--- config.mk ---
export PLATFORM = sky130hd
export DESIGN_NAME = analog_stick_emu
export DESIGN_NICKNAME = d
export VERILOG_FILES = /design/src/rtl/analog_stick_pkg.sv /design/src/rtl/analog_axis.sv /design/src/rtl/analog_stick_emu.sv
export SDC_FILE = /design/constraint.sdc
export NUM_CORES = 1
export LEC_CHECK = 0
export ABC_AREA = 1
export CAP_MARGIN = 20
export CORE_MARGIN = 4
export CORE_UTILIZATION = 23
export CTS_BUF_LIST = sky130_fd_sc_hd__clkbuf_4 sky130_fd_sc_hd__clkbuf_8
export DETAILED_ROUTE_END_ITERATION = 7
export GPL_ROUTABILITY_DRIVEN = 0
export SLEW_MARGIN = 20
export SYNTH_ARGS = -nofsm -noshare
export SYNTH_HDL_FRONTEND = slang
export SYNTH_SLANG_ARGS = --single-unit
--- constraint.sdc ---
create_clock -name clk6m -period 1.9 [get_ports clk6m]
set_input_delay 0.38 -clock clk6m [delete_from_list [all_inputs] [get_ports clk6m]]
set_output_delay 0.38 -clock clk6m [all_outputs]
set_load 0.005 [all_outputs]
--- src/rtl/analog_stick_pkg.sv ---
// analog_stick_pkg: shared types and the CENTER default helper (ANALOG_STICK_ACCEL_EN selects hold-to-accelerate)
package analog_stick_pkg;
  typedef enum logic {IDLE, CONV} adc_state_t;
  typedef enum logic [1:0] {NONE, NEG, POS} dir_t;
  function automatic int center_of(input int w);
    return (1 << (w - 1)) - 1;
  endfunction
endpackage

--- src/rtl/analog_axis.sv ---
// analog_axis: one saturating stick axis; ports clk6m/reset_n, i_tick frame pulse, i_neg_n/i_pos_n switches, o_pos position; ANALOG_STICK_ACCEL_EN adds step growth
module analog_axis
  import analog_stick_pkg::*;
#(
  parameter int WIDTH        = 8,
  parameter int CENTER       = 127,
  parameter int MAX_STEP     = 4,
  parameter int ACCEL_FRAMES = 8
) (
  input  logic             clk6m,
  input  logic             reset_n,
  input  logic             i_tick,
  input  logic             i_neg_n,
  input  logic             i_pos_n,
  output logic [WIDTH-1:0] o_pos
);
  localparam logic [WIDTH-1:0] C = WIDTH'(CENTER);
  dir_t             w_dir;
  logic [WIDTH:0]   w_step;
  logic [WIDTH:0]   w_sum;
  logic [WIDTH-1:0] w_pos_nxt;
  logic [WIDTH-1:0] r_pos;
  assign w_dir = (!i_neg_n && i_pos_n) ? NEG : (i_neg_n && !i_pos_n) ? POS : NONE;
`ifdef ANALOG_STICK_ACCEL_EN
  localparam int SW = $clog2(MAX_STEP + 1);
  localparam int CW = $clog2(ACCEL_FRAMES + 1);
  localparam logic [SW-1:0] MAXS = SW'(MAX_STEP);
  localparam logic [CW-1:0] AF = CW'(ACCEL_FRAMES);
  dir_t          r_dir_last;
  logic [SW-1:0] r_step;
  logic [SW-1:0] w_step_nxt;
  logic [CW-1:0] r_cnt;
  logic [CW-1:0] w_cnt_inc;
  logic [CW-1:0] w_cnt_nxt;
  logic          w_same;
  logic          w_wrap;
  assign w_same     = (w_dir != NONE) && (w_dir == r_dir_last);
  assign w_cnt_inc  = r_cnt + CW'(1);
  assign w_wrap     = w_same && (w_cnt_inc == AF);
  // the step chosen on this tick is also the one applied to the position on this tick
  assign w_step_nxt = !w_same ? SW'(1) : (w_wrap && (r_step < MAXS)) ? r_step + SW'(1) : r_step;
  assign w_cnt_nxt  = (w_same && !w_wrap) ? w_cnt_inc : '0;
  assign w_step     = (WIDTH+1)'(w_step_nxt);
  always_ff @(posedge clk6m or negedge reset_n) begin
    if (!reset_n) begin
      r_dir_last <= NONE;
      r_step     <= SW'(1);
      r_cnt      <= '0;
    end else if (i_tick) begin
      r_dir_last <= w_dir;
      r_step     <= w_step_nxt;
      r_cnt      <= w_cnt_nxt;
    end
  end
`else
  assign w_step = (WIDTH+1)'(1);
`endif
  assign w_sum     = {1'b0, r_pos} + w_step;
  assign w_pos_nxt = (w_dir == NEG) ? ((w_step > {1'b0, r_pos}) ? '0 : r_pos - w_step[WIDTH-1:0]) :
                     (w_dir == POS) ? (w_sum[WIDTH] ? '1 : w_sum[WIDTH-1:0]) :
                     (r_pos > C) ? r_pos - WIDTH'(1) : (r_pos < C) ? r_pos + WIDTH'(1) : r_pos;
  always_ff @(posedge clk6m or negedge reset_n) begin
    if (!reset_n) r_pos <= C;
    else if (i_tick) r_pos <= w_pos_nxt;
  end
  assign o_pos = r_pos;
endmodule

--- src/rtl/analog_stick_emu.sv ---
// analog_stick_emu: joystick axes plus ADC model; ports clk6m/reset_n, vblank, js_neg/js_pos, a/wr_n/rd_n CPU side, data_out/busy/pos_out; ANALOG_STICK_ACCEL_EN enables acceleration
module analog_stick_emu
  import analog_stick_pkg::*;
#(
  parameter int NUM_AXES     = 4,
  parameter int WIDTH        = 8,
  parameter int CENTER       = center_of(WIDTH),
  parameter int MAX_STEP     = 4,
  parameter int ACCEL_FRAMES = 8,
  parameter int CONV_CYCLES  = 16,
  parameter int ADDR_W       = (NUM_AXES > 1) ? $clog2(NUM_AXES) : 1
) (
  input  logic                      clk6m,
  input  logic                      reset_n,
  input  logic                      vblank,
  input  logic [NUM_AXES-1:0]       js_neg,
  input  logic [NUM_AXES-1:0]       js_pos,
  input  logic [ADDR_W-1:0]         a,
  input  logic                      wr_n,
  input  logic                      rd_n,
  output logic [15:0]               data_out,
  output logic                      busy,
  output logic [NUM_AXES*WIDTH-1:0] pos_out
);
  localparam int CCW = (CONV_CYCLES > 1) ? $clog2(CONV_CYCLES) : 1;
  localparam logic [WIDTH-1:0] C = WIDTH'(CENTER);
  // padded to the full address space so unpopulated channels read CENTER without a range check
  logic [WIDTH-1:0] w_pos [2**ADDR_W];
  logic             r_vblank_q;
  logic             r_tick;
  logic             r_wr_q;
  adc_state_t       r_state;
  logic [ADDR_W-1:0] r_chan;
  logic [CCW-1:0]   r_cnt;
  logic [WIDTH-1:0] r_result;
  for (genvar g = 0; g < 2**ADDR_W; g++) begin : g_ax
    if (g < NUM_AXES) begin : g_on
      analog_axis #(
        .WIDTH(WIDTH), .CENTER(CENTER), .MAX_STEP(MAX_STEP), .ACCEL_FRAMES(ACCEL_FRAMES)
      ) u_axis (
        .clk6m(clk6m), .reset_n(reset_n), .i_tick(r_tick),
        .i_neg_n(js_neg[g]), .i_pos_n(js_pos[g]), .o_pos(w_pos[g])
      );
      assign pos_out[g*WIDTH +: WIDTH] = w_pos[g];
    end else begin : g_off
      assign w_pos[g] = C;
    end
  end
  always_ff @(posedge clk6m or negedge reset_n) begin
    if (!reset_n) begin
      r_vblank_q <= 1'b0;
      r_tick     <= 1'b0;
      r_wr_q     <= 1'b1;
      r_state    <= IDLE;
      r_chan     <= '0;
      r_cnt      <= '0;
      r_result   <= '0;
      busy       <= 1'b0;
      data_out   <= '0;
    end else begin
      r_vblank_q <= vblank;
      r_tick     <= vblank & ~r_vblank_q;
      r_wr_q     <= wr_n;
      if (!rd_n) data_out <= 16'(r_result);
      if (r_state == IDLE) begin
        if (!wr_n && r_wr_q) begin
          r_chan  <= a;
          r_cnt   <= CCW'(CONV_CYCLES - 1);
          busy    <= 1'b1;
          r_state <= CONV;
        end
      end else if (r_cnt == '0) begin
        r_result <= w_pos[r_chan];
        busy     <= 1'b0;
        r_state  <= IDLE;
      end else begin
        r_cnt <= r_cnt - CCW'(1);
      end
    end
  end
endmodule

==> metrics.csv <==
metric,value,unit
largest fanout on the critical path,6,
NumNets Final,804,
CTS buffer count,9,
grt met3 use,2.52,%
Via-to-Cell Ratio,4.33,
worst endpoint required time,1.52,ns
final setup violating endpoints,0,
Mapped Cells,678,
number of synthesized flops with an enable pin,0,
placed cell count,1006,
HP Class,input pin to async pin,
largest net degree at the start of global routing,60,
GRT Total Usage,11.7,%
Switching Share,42.9,%
Buffers on Ports,55,
initial antenna violation count,0,
sequential area share after synthesis,32.9,%
top-area cell type share of the netlist area,16.6,%
Antenna diodes,0,
Die Y,149,um
Die ar.,22300,um^2
starting density of the core,23.5,%
FP Rows,51,
max-slew violations,0,
Synth Flop Type,dfrtp_1,
Fmax,541,MHz
"Clk Latency, worst-skew pair",0.35,ns
total grt overflow,0,
sequential power share,31.6,%
Power Density,1270,nW/um^2
Switch Pwr,0.00323,W
Detail Route Antenna Nets,0,
Clock Power Share,15.5,%
synth top area cells,"dfstp_2, dfrtp_1, nand2_1, nor2_1, inv_1",
grt met2 use,18.3,%
vias in the first global route,4170,
Avg Inst Size Synth,6.77,um^2
global-route wire length before repair,21.1,mm
post-synthesis compound-gate area fraction,14.2,%
Fillers,2139,
leakage,2.81,nW
Post-synth top cells,"nand2_1, nor2_1, inv_1",
Yosys top cell by area,dfstp_2,
clock skew,0.0134,ns
cell family with most CP delay,flip-flops,
Pre-antenna DRT Iters,5,
VDD IR-drop max,0.000445,V
Final Hold Vio Count,0,
mux share of post-synthesis cell area,1.96,%
simple-gate share of the synthesized area,32.2,%
core area,19500,um^2
CP Cell Sequence,clkdlybuf4s50_1,
most common cell in the synthesized netlist,nand2_1,
Combinational Power Share,53.0,%
synthesis-stage register bit count,59,
CTS tree,built,
Chip Width,149,um
DPL Wire Length,9.92,mm
met1 GRT Util,16.4,%
crit path capture type,output pin,
gr busiest metal,met2,
routed wire length,13.1,mm
Int Power,0.00430,W
drt initial violations,443,
Non-Filler Instances,1042,
Post-Synth Adder-Cell Area,4.63,%
Area growth syn-to-layout,28.8,%
combinational family with the most area after synthesis,simple AND/OR/NAND/NOR gates,
status,completed,
Tcrit/Tclk final,97.3,%
H-tree depth,3,
share of layout cells above drive strength 1,19.2,%
r2r setup slk,0.12,ns
arrival time at the worst endpoint,1.47,ns
Crit Path Class,flip-flop to output pin,
DRC errors left,0,
YS warnings,0,
Ports,64,
largest stage delay on the critical path,0.59,ns
Final Critical Period,1.85,ns
number of distinct library cells after synthesis,40,
Worst setup SP type,flip-flop,
Hold Buf Count CTS,0,
Synth Area in XOR/XNOR,2.29,%
critical path buffer and inverter count,1,
WHS,0.00403,ns
Max-cap violations,0,
RSZ-0062 raised after global routing,no,
slowest stage cell on the critical path,dfstp_2,
clock sink total,59,
Synth Cell Area,4590,um^2
via count,4507,
"Clk pin slew, worst setup/hold paths",0.08,ns
CTS Buffer Depth,2,
wire per inst,12.6,um
Synth async-reset ratio,100,%
root buffer cell,clkbuf_8,
-- through the flow --
stage               TNS (ns)  setup WS [ns]  cell area, um^2  total power, W  util [%]
floorplan                  0          0.309             4620         0.00471         -
global placement      -0.294        -0.0739             5560         0.00617      28.5
detailed placement    -0.487        -0.0795             5560         0.00619      28.5
CTS                        0        0.00227             5850         0.00754      29.9
global route               0        0.00144             5910         0.00823      30.3
finish                     0         0.0510             5910         0.00754      30.3
-- final cells by class --
type                    instances  area [um^2]  area share [%]
clock buffers                   9          124            2.09
clock inverters                 7         68.8            1.16
inverters                      96          363            6.13
multi-input cells             501         2580            43.6
flip-flops and latches         59         1520            25.6
well taps                     265          332            5.61
repair buffers                105          935            15.8
-- what timing repair did --
action	4_1_cts	5_1_grt
setup buffers	13	7
endpoints found under the hold margin	0	0
setup endpoints to repair	13	19
resized for setup	1	8
-- per-layer routing --
metal / vias to the layer above / share of wire [%]
met5: - / 0
met4: 0 / 1.4
met3: 17 / 4.2
met2: 104 / 46
met1: 2019 / 49
li1: 2367 / -
-- final timing paths --
path	startpoint	to	cells after the start
max in group asynchronous	reset_n	g_ax[3].g_on.u_axis.o_pos[6]$_DFFE_PN1P_	2
min reg2reg	r_vblank_q$_DFF_PN0_	r_tick$_DFF_PN0_	1
max reg2reg	g_ax[0].g_on.u_axis.o_pos[1]$_DFFE_PN1P_	g_ax[0].g_on.u_axis.o_pos[1]$_DFFE_PN1P_	9
min	reset_n	g_ax[2].g_on.u_axis.o_pos[7]$_DFFE_PN0P_	2
max	g_ax[1].g_on.u_axis.o_pos[1]$_DFFE_PN1P_	pos_out[9]	1
min in group clk6m	r_vblank_q$_DFF_PN0_	r_tick$_DFF_PN0_	1
-- layout by cell type, fill, tap and decap left out, types with 2 or more instances in the layout --
cell type / n
nand3_2: 2
nand2_4: 2
a21oi_1: 49
nand2_2: 10
nand2_1: 141
nor2_4: 4
inv_1: 81
mux2_2: 8
conb_1: 8
nand4_1: 8
nor3_2: 4
nor3_1: 3
nor2_2: 5
nand3_1: 59
o21ai_0: 44
dfstp_2: 29
o21ai_1: 5
ha_1: 17
a22oi_1: 5
nor2_1: 95
clkinv_2: 3
inv_2: 13
xor2_1: 11
clkinvlp_4: 2
dfrtp_2: 2
dfrtp_1: 28
a31oi_1: 10
buf_4: 49
clkdlybuf4s50_1: 52
clkbuf_8: 9
o22ai_1: 2
-- cell families after synthesis --
| kind of cell | after synthesis |
|---|---|
| buf+inv | 125 |
| xor+xnor | 12 |
| fa+ha+maj | 17 |
| flops | 59 |
| compound gates | 120 |
| other cells | 1 |
| mux | 8 |
| simple gates | 336 |
-- sequential cells by signal (all words and copies together) (netlist names) --
| name | count |
|---|---|
| r_state | 1 |
| r_chan | 2 |
| r_wr_q | 1 |
| data_out | 8 |
| r_vblank_q | 1 |
| r_tick | 1 |
| g_ax.g_on.u_axis.o_pos | 32 |
| r_cnt | 4 |
| busy | 1 |
| r_result | 8 |
-- power by group through the flow --
stage	combinational, W	clock, W	sequential (W)
6_report	0.00399	0.00116	0.00238
5_1_grt	0.00449	0.00126	0.00248
4_1_cts	0.00391	0.00120	0.00244
3_5_place_dp	0.00352	0	0.00267
3_3_place_gp	0.00349	0	0.00268
2_1_floorplan	0.00244	0	0.00227
(Power assumes the default switching activity.)
